<file path="src/rtl/aether_pifo_pkg.sv">
// Shared types and default widths for the Aether PIFO client adapters.
package aether_pifo_pkg;

  localparam int unsigned PTW = 16;
  localparam int unsigned MTW = 32;
  localparam int unsigned DW  = MTW + PTW;

  typedef struct packed {
    logic [MTW-1:0] meta;
    logic [PTW-1:0] prio;
  } entry_t;

  typedef enum logic {
    GNT_PUSH = 1'b0,
    GNT_POP  = 1'b1
  } grant_t;

endpackage

</file>
<file path="src/rtl/aether_egr_fifo.sv">
// Output FIFO for the PIFO egress adapter; a read frees its slot in the same
// cycle, so a write is accepted at full whenever a read accompanies it.
module aether_egr_fifo #(
  parameter int unsigned DW         = 48,
  parameter int unsigned FIFO_DEPTH = 8
) (
  input  logic                          i_clk,
  input  logic                          i_arst_n,
  input  logic                          wr_en,
  input  logic [DW-1:0]                 wr_data,
  input  logic                          rd_en,
  output logic [DW-1:0]                 rd_data,
  output logic [$clog2(FIFO_DEPTH):0]   count
);

  localparam int unsigned AW = $clog2(FIFO_DEPTH);
  localparam int unsigned CW = AW + 1;

  logic [DW-1:0] mem [FIFO_DEPTH];
  logic [AW-1:0] wr_ptr;
  logic [AW-1:0] rd_ptr;
  logic          wr_ok;
  logic          rd_ok;

  assign rd_ok   = rd_en && (count != '0);
  assign wr_ok   = wr_en && ((count != CW'(FIFO_DEPTH)) || rd_ok);
  assign rd_data = mem[rd_ptr];

  always_ff @(posedge i_clk or negedge i_arst_n) begin
    if (!i_arst_n) begin
      wr_ptr <= '0;
      rd_ptr <= '0;
      count  <= '0;
    end else begin
      if (wr_ok) wr_ptr <= wr_ptr + AW'(1);
      if (rd_ok) rd_ptr <= rd_ptr + AW'(1);
      count <= count + CW'(wr_ok) - CW'(rd_ok);
    end
  end

  always_ff @(posedge i_clk) begin
    if (wr_ok) mem[wr_ptr] <= wr_data;
  end

endmodule

</file>
<file path="src/rtl/aether_pifo_egress.sv">
// Push/pop stream adapter onto the PIFO single-op command port with
// credit-protected pop prefetch. Optional AETHER_EGR_STATS_EN adds counters.
module aether_pifo_egress
  import aether_pifo_pkg::*;
#(
  parameter int unsigned PTW        = aether_pifo_pkg::PTW,
  parameter int unsigned MTW        = aether_pifo_pkg::MTW,
  parameter int unsigned POP_LAT    = 4,
  parameter int unsigned FIFO_DEPTH = 8,
  parameter int unsigned CAP        = 87380,
  parameter int unsigned CNT_W      = 17
) (
  input  logic                 i_clk,
  input  logic                 i_arst_n,
`ifdef AETHER_EGR_STATS_EN
  output logic [31:0]          o_stat_push_cnt,
  output logic [31:0]          o_stat_pop_cnt,
  output logic [31:0]          o_stat_bp_cnt,
`endif
  input  logic                 s_push_valid,
  output logic                 s_push_ready,
  input  logic [MTW+PTW-1:0]   s_push_data,
  output logic                 m_pop_valid,
  input  logic                 m_pop_ready,
  output logic [MTW+PTW-1:0]   m_pop_data,
  output logic                 o_pifo_push,
  output logic                 o_pifo_pop,
  output logic [MTW+PTW-1:0]   o_pifo_data,
  input  logic [MTW+PTW-1:0]   i_pifo_data,
  output logic [CNT_W-1:0]     o_occupancy,
  output logic                 o_empty,
  output logic                 o_full
);

  localparam int unsigned CW = $clog2(FIFO_DEPTH) + 1;

  logic [CNT_W-1:0]      occupancy;
  logic [POP_LAT-1:0]    inflight;
  grant_t                last_grant;
  logic [CW-1:0]         fifo_count;
  logic [MTW+PTW-1:0]    fifo_head;
  logic                  fifo_rd;
  logic [31:0]           outstanding;
  logic                  push_elig;
  logic                  pop_elig;
  logic                  grant_push;
  logic                  grant_pop;

  // Every pop already issued (command register plus pipeline) holds a FIFO slot.
  always_comb begin
    outstanding = 32'(fifo_count) + 32'(o_pifo_pop);
    for (int unsigned i = 0; i < POP_LAT; i++) begin
      outstanding = outstanding + 32'(inflight[i]);
    end
  end

  assign push_elig  = s_push_valid && (32'(occupancy) < CAP);
  assign pop_elig   = (occupancy != '0) && (outstanding < FIFO_DEPTH);
  assign grant_push = push_elig && (!pop_elig || (last_grant == GNT_POP));
  assign grant_pop  = pop_elig && !grant_push;

  assign s_push_ready = grant_push;
  assign o_occupancy  = occupancy;
  assign o_empty      = (occupancy == '0);
  assign o_full       = (32'(occupancy) == CAP);

  always_ff @(posedge i_clk or negedge i_arst_n) begin
    if (!i_arst_n) begin
      o_pifo_push <= 1'b0;
      o_pifo_pop  <= 1'b0;
      o_pifo_data <= '0;
      occupancy   <= '0;
      inflight    <= '0;
      last_grant  <= GNT_PUSH;
    end else begin
      o_pifo_push <= grant_push;
      o_pifo_pop  <= grant_pop;
      if (grant_push) begin
        o_pifo_data <= s_push_data;
        occupancy   <= occupancy + CNT_W'(1);
        last_grant  <= GNT_PUSH;
      end else if (grant_pop) begin
        occupancy   <= occupancy - CNT_W'(1);
        last_grant  <= GNT_POP;
      end
      // Tail bit lines up with the cycle the PIFO presents the pop result.
      inflight[0] <= o_pifo_pop;
      for (int unsigned i = 1; i < POP_LAT; i++) begin
        inflight[i] <= inflight[i-1];
      end
    end
  end

  assign fifo_rd     = m_pop_valid && m_pop_ready;
  assign m_pop_valid = (fifo_count != '0);
  assign m_pop_data  = m_pop_valid ? fifo_head : '0;

  aether_egr_fifo #(
    .DW         (MTW + PTW),
    .FIFO_DEPTH (FIFO_DEPTH)
  ) u_fifo (
    .i_clk    (i_clk),
    .i_arst_n (i_arst_n),
    .wr_en    (inflight[POP_LAT-1]),
    .wr_data  (i_pifo_data),
    .rd_en    (fifo_rd),
    .rd_data  (fifo_head),
    .count    (fifo_count)
  );

`ifdef AETHER_EGR_STATS_EN
  always_ff @(posedge i_clk or negedge i_arst_n) begin
    if (!i_arst_n) begin
      o_stat_push_cnt <= '0;
      o_stat_pop_cnt  <= '0;
      o_stat_bp_cnt   <= '0;
    end else begin
      if (grant_push)                  o_stat_push_cnt <= o_stat_push_cnt + 32'd1;
      if (fifo_rd)                     o_stat_pop_cnt  <= o_stat_pop_cnt + 32'd1;
      if (s_push_valid && !grant_push) o_stat_bp_cnt   <= o_stat_bp_cnt + 32'd1;
    end
  end
`endif

endmodule

</file>
<file path="config.mk">
export PLATFORM = sky130hd
export DESIGN_NAME = aether_pifo_egress
export DESIGN_NICKNAME = d
export VERILOG_FILES = /design/src/rtl/aether_pifo_pkg.sv /design/src/rtl/aether_egr_fifo.sv /design/src/rtl/aether_pifo_egress.sv
export SDC_FILE = /design/constraint.sdc
export NUM_CORES = 1
export LEC_CHECK = 0
export BUFFER_PORTS_ARGS = -buffer_cell sky130_fd_sc_hd__buf_4
export CORE_AREA = 8 8 182 184
export CTS_CLUSTER_SIZE = 16
export DETAILED_ROUTE_END_ITERATION = 8
export DIE_AREA = 0 0 190 192
export GPL_TIMING_DRIVEN = 0
export PLACE_DENSITY_LB_ADDON = 0.15
export SYNTH_ARGS = -nofsm -noshare
export SYNTH_HDL_FRONTEND = slang
export SYNTH_SLANG_ARGS = --single-unit
</file>
<file path="constraint.sdc">
create_clock -name i_clk -period 11.9 [get_ports i_clk]
set_clock_uncertainty 0.05 [all_clocks]
set_input_delay 1.19 -clock i_clk [delete_from_list [all_inputs] [get_ports i_clk]]
set_output_delay 1.19 -clock i_clk [all_outputs]
set_load 0.005 [all_outputs]
</file>
==> impl.org <==
** Worst setup path
- In this run the worst path has a maximum fanout of 16.
- Worst Path Arrival :: 6.16 ns
- The worst register-to-register path has a depth of 19.
- Endpoint of the worst-slack reg-to-reg timing path :: o_occupancy[16]
- Setup crit end kind :: flop
- Type of the worst setup path :: reg -> reg
- Critical Path Start Type :: flop
- In this run the critical register-to-register path is launched from o_pifo_pop.
- Req. time, crit path :: 12.32 ns
- Register-to-register setup slack :: 6.16 ns

** Power and ir drop
- For this design the ratio of total power to cell area is 275.8 mW/mm².
- The worst-case IR drop observed on VDD is 0.1717 mV.
- Leakage power of the design :: 8.446 nW

** Synth
- Yosys Warn Count :: 0
- In this run the cell area of the synthesized design comes to 0.01885 mm².
- Gate count after technology mapping :: 961
- Synth area leaders :: sky130_fd_sc_hd__edfxtp_1 (61%), sky130_fd_sc_hd__mux4_2 (11%), sky130_fd_sc_hd__dfrtp_1 (11%)
- Count of different cell masters after synthesis :: 50
- Share of synthesized registers carrying an async set or reset :: 0.1760
- Synth top area share :: 0.6117
- In this run, synthesis inferred 384 flip-flops with an integrated enable.
- Number of synthesized register bits :: 466
- Flip-flop cell with the highest count after synthesis :: sky130_fd_sc_hd__edfxtp_1
- Synthesis produced a netlist with a net count of 1091.
- Synth area leader :: sky130_fd_sc_hd__edfxtp_1
- In this run the mean area of a mapped cell was 19.61 µm².
- Sequential fraction of the synthesis area :: 0.7206

** Cells and area
- Filler Cells Inserted :: 1668
- At the end of the flow, the number of nets in the layout was 1377.
- Area growth, synth to finish :: 20.97%
- Post-layout instance area :: 0.02280 mm²
- Fraction of final layout cells sized beyond drive strength 1 :: 0.3744

** Routing
- Iteration-0 DRC count of the detailed router :: 663
- The routed design has 40930 µm of wire.
- In the routed design, unresolved DRC markers number 0.
- Vias post-DR :: 9942
- Pre-antenna DRT Iters :: 5
- Antenna Nets Post-Route :: 0
- Via density per instance :: 5.921
- After detailed routing, the average wire length per cell comes to 24.38 µm.

** Floorplanning
- The initial utilization of the core area, before any placement, comes to 0.6244.
- The floorplan step set the die height to 192 µm.
- Standard cell core area :: 0.03019 mm²
- Number of ports placed on the die boundary :: 219
- The floorplan step set the die width to 190 µm.
- The die covers 0.03648 mm².
- Placement Rows :: 64

** CTS
- CTS built an H-tree with a depth of 2.
- Post-CTS clock slew at the launch and capture registers of the worst setup and hold paths :: 0.06 ns
- Clock tree from TritonCTS :: yes
- In this run the deepest clock path goes through 3 buffers.
- The clock net in this run drives a total of 466 sinks.
- Clock Tree Root :: sky130_fd_sc_hd__clkbuf_16
- Once the clock tree was built, the resizer swapped 0 gates to a different size.
- Setup Buffers After CTS :: 0
- Hold buffers post-CTS :: 0
- Total CTS buffers :: 46
- Clock Latency Late Sink :: 0.54 ns

** STA
- Period Utilization, post-route :: 0.4825
- The count of endpoints failing hold in the final timing report is 0.
- The final count of pins violating max slew came to 0.
- The smallest clock period supported by the final layout is computed as 5.741 ns.
- At the pin with the least slew margin, the transition time is 1.043 ns.
- Setup Viol. Count Final :: 0
- Setup repair after global routing missed its margin :: false
- Worst relative slew slack :: 0.3048
- Post-route setup TNS :: 0 ns
- Derived from the worst setup path, the maximum achievable clock frequency is 0.1742 GHz.

** Global routing
- For this run, the total global-route usage over all layers was measured as 0.2253.
- First-pass GRT wire length :: 62270 µm
- The number of antenna violations at the first check in global routing came to 2.
- Number of global-route vias before repair :: 10620
- For this run the aggregate overflow at the end of global routing stands at 0.
- Entering global routing, the biggest net connects 83 pins.

** Min path
- Number of cells traversed by the worst hold path :: 0
- End of the worst hold path :: inflight[2]
- Hold wc startpoint :: inflight[1]
- Worst min-delay path class :: reg -> reg

** Placement
- Once placement finished, the instance area stood at 0.02135 mm².
- Placed wire-length estimate after detailed placement :: 25830 µm
- Number of buffers added on ports :: 218
- Weighted congestion at the end of routability-driven global placement :: 0.8284

** Job
- Max-cap violations in this run came to 0.

** Outcome
- Result of the run :: completed
==> power by group <==
part | total (mW) | leakage, nW | internal, mW | switching (mW)
registers | 2.27 | 4.43 | 2.11 | 0.160
clock network | 1.38 | 0.682 | 0.791 | 0.592
logic | 2.64 | 3.33 | 1.35 | 1.29
==> critical path, cell delays in order (launching register included) <==
cell	delay, ns
sky130_fd_sc_hd__dfrtp_1	0.41
sky130_fd_sc_hd__fa_1	0.54
sky130_fd_sc_hd__inv_1	0.05
sky130_fd_sc_hd__fa_1	0.35
sky130_fd_sc_hd__inv_1	0.06
sky130_fd_sc_hd__ha_1	0.21
sky130_fd_sc_hd__and3b_1	0.15
sky130_fd_sc_hd__o21ai_0	0.14
sky130_fd_sc_hd__or4b_4	0.52
sky130_fd_sc_hd__o21ai_2	0.69
sky130_fd_sc_hd__inv_2	0.22
sky130_fd_sc_hd__buf_6	0.24
sky130_fd_sc_hd__fa_1	0.47
sky130_fd_sc_hd__nor2b_1	0.16
sky130_fd_sc_hd__o31a_1	0.21
sky130_fd_sc_hd__a2bb2oi_2	0.25
sky130_fd_sc_hd__a31oi_1	0.16
sky130_fd_sc_hd__o21ai_1	0.34
sky130_fd_sc_hd__mux2i_4	0.29
sky130_fd_sc_hd__xnor2_1	0.13
==> synth_stat cells, types with 4 or more instances <==
cell type and count:
sky130_fd_sc_hd__clkbuf_1 25, sky130_fd_sc_hd__fa_1 4, sky130_fd_sc_hd__mux2_4 48, sky130_fd_sc_hd__nand3_1 9
sky130_fd_sc_hd__dfrtp_1 82, sky130_fd_sc_hd__nor3_1 4, sky130_fd_sc_hd__a21oi_1 25, sky130_fd_sc_hd__nor2_1 74
sky130_fd_sc_hd__a21o_1 7, sky130_fd_sc_hd__inv_1 13, sky130_fd_sc_hd__nor4_1 4, sky130_fd_sc_hd__o21ai_1 4
sky130_fd_sc_hd__buf_6 5, sky130_fd_sc_hd__mux4_2 96, sky130_fd_sc_hd__nand2_1 12, sky130_fd_sc_hd__o21ai_0 6
sky130_fd_sc_hd__edfxtp_1 384, sky130_fd_sc_hd__ha_1 26, sky130_fd_sc_hd__mux2i_1 49, sky130_fd_sc_hd__xor2_1 9
sky130_fd_sc_hd__buf_2 10, sky130_fd_sc_hd__nand2b_1 6, sky130_fd_sc_hd__buf_1 6, sky130_fd_sc_hd__mux2_1 4
sky130_fd_sc_hd__xnor2_1 11, sky130_fd_sc_hd__a31oi_1 5
==> logic make-up (layout without fill, tap and decap cells) <==
family / Yosys count / after routing / synth area share
flip-flops: 466 / 466 / 0.7206
adder cells (fa/ha/maj): 30 / 30 / 0.02151
other: 0 / 1 / 0
XOR/XNOR: 20 / 20 / 0.009293
AND/OR/NAND/NOR: 118 / 118 / 0.02748
multiplexers: 200 / 200 / 0.1837
buffers and inverters: 62 / 383 / 0.01500
AO/OA/AOI/OAI: 65 / 65 / 0.02237
==> area by class of cell <==
| cell class | instances | area (µm²) | share of cell area |
|---|---|---|---|
| Clock inverter | 26 | 231.5 | 0.01015 |
| Inverter | 16 | 60.06 | 0.002634 |
| Sequential cell | 466 | 13580 | 0.5957 |
| Clock buffer | 57 | 1214 | 0.05323 |
| Multi-Input combinational cell | 433 | 5039 | 0.2210 |
| Tap cell | 396 | 495.5 | 0.02173 |
| Timing Repair Buffer | 238 | 1954 | 0.08571 |
| Antenna cell | 1 | 2.502 | 0.0001097 |
| Buffer | 46 | 222.7 | 0.009767 |
==> metrics by stage <==
step                      hold WS (ns)  worst slack [ns]    util  cells  total power [mW]
after CTS                       0.3382             6.096  0.7552   1678             6.356
after detailed placement        0.3198             6.169  0.7074   1595             4.949
final                           0.3402             6.159  0.7553   1679             6.289
after floorplan                 0.2971             6.246       -    961             3.943
after global routing            0.3565             5.737  0.7553   1679             6.642
after global placement          0.3114             2.690  0.6950   1575             4.865
==> cells in the final DEF, fill, tap and decap left out, types with 3 or more instances in the layout <==
cell | synthesis | final
sky130_fd_sc_hd__a211oi_1 | 3 | 3
sky130_fd_sc_hd__a21o_1 | 7 | 7
sky130_fd_sc_hd__a21oi_1 | 25 | 25
sky130_fd_sc_hd__a31oi_1 | 5 | 5
sky130_fd_sc_hd__buf_1 | 6 | 6
sky130_fd_sc_hd__buf_12 | 0 | 6
sky130_fd_sc_hd__buf_2 | 10 | 10
sky130_fd_sc_hd__buf_4 | 0 | 218
sky130_fd_sc_hd__buf_6 | 5 | 15
sky130_fd_sc_hd__bufinv_16 | 0 | 3
sky130_fd_sc_hd__clkbuf_1 | 25 | 35
sky130_fd_sc_hd__clkbuf_16 | 0 | 47
sky130_fd_sc_hd__clkinv_1 | 0 | 9
sky130_fd_sc_hd__clkinv_2 | 0 | 5
sky130_fd_sc_hd__clkinvlp_4 | 0 | 6
sky130_fd_sc_hd__dfrtp_1 | 82 | 82
sky130_fd_sc_hd__edfxtp_1 | 384 | 384
sky130_fd_sc_hd__fa_1 | 4 | 4
sky130_fd_sc_hd__ha_1 | 26 | 26
sky130_fd_sc_hd__inv_1 | 13 | 13
sky130_fd_sc_hd__inv_2 | 3 | 3
sky130_fd_sc_hd__mux2_1 | 4 | 4
sky130_fd_sc_hd__mux2_4 | 48 | 48
sky130_fd_sc_hd__mux2i_1 | 49 | 49
sky130_fd_sc_hd__mux4_2 | 96 | 96
sky130_fd_sc_hd__nand2_1 | 12 | 12
sky130_fd_sc_hd__nand2b_1 | 6 | 6
sky130_fd_sc_hd__nand3_1 | 9 | 9
sky130_fd_sc_hd__nor2_1 | 74 | 68
sky130_fd_sc_hd__nor2_4 | 0 | 6
sky130_fd_sc_hd__nor4_1 | 4 | 4
sky130_fd_sc_hd__o21ai_0 | 6 | 6
sky130_fd_sc_hd__o21ai_1 | 4 | 4
sky130_fd_sc_hd__xnor2_1 | 11 | 11
sky130_fd_sc_hd__xor2_1 | 9 | 9
==> worst max path at each step <==
stage                      startpoint                end  cells past startpoint
after floorplan           m_pop_ready   u_fifo.mem[1][0]                      4
final                      o_pifo_pop    o_occupancy[16]                     19
after global placement    m_pop_ready  u_fifo.mem[1][28]                      5
after global routing       o_pifo_pop    o_occupancy[16]                     19
after detailed placement   o_pifo_pop    o_occupancy[16]                     19
after CTS                  o_pifo_pop    o_occupancy[16]                     19
==> flip-flops by register name, summed over array words and instances, names as in the netlist <==
signal         flops
u_fifo.mem       384
o_pifo_data       48
o_occupancy       17
inflight           4
u_fifo.count       4
u_fifo.rd_ptr      3
u_fifo.wr_ptr      3
last_grant         1
o_pifo_pop         1
o_pifo_push        1
==> layer usage <==
metal / GRT usage / wire length, µm / up-vias
li1: - / - / 4407
met1: 0.2956 / 16400 / 5033
met4: 0.05953 / 708 / 2
met5: 0 / 13 / -
met3: 0.04593 / 3445 / 50
met2: 0.3827 / 20370 / 450
Note: power is estimated with default switching activity, not from simulation.
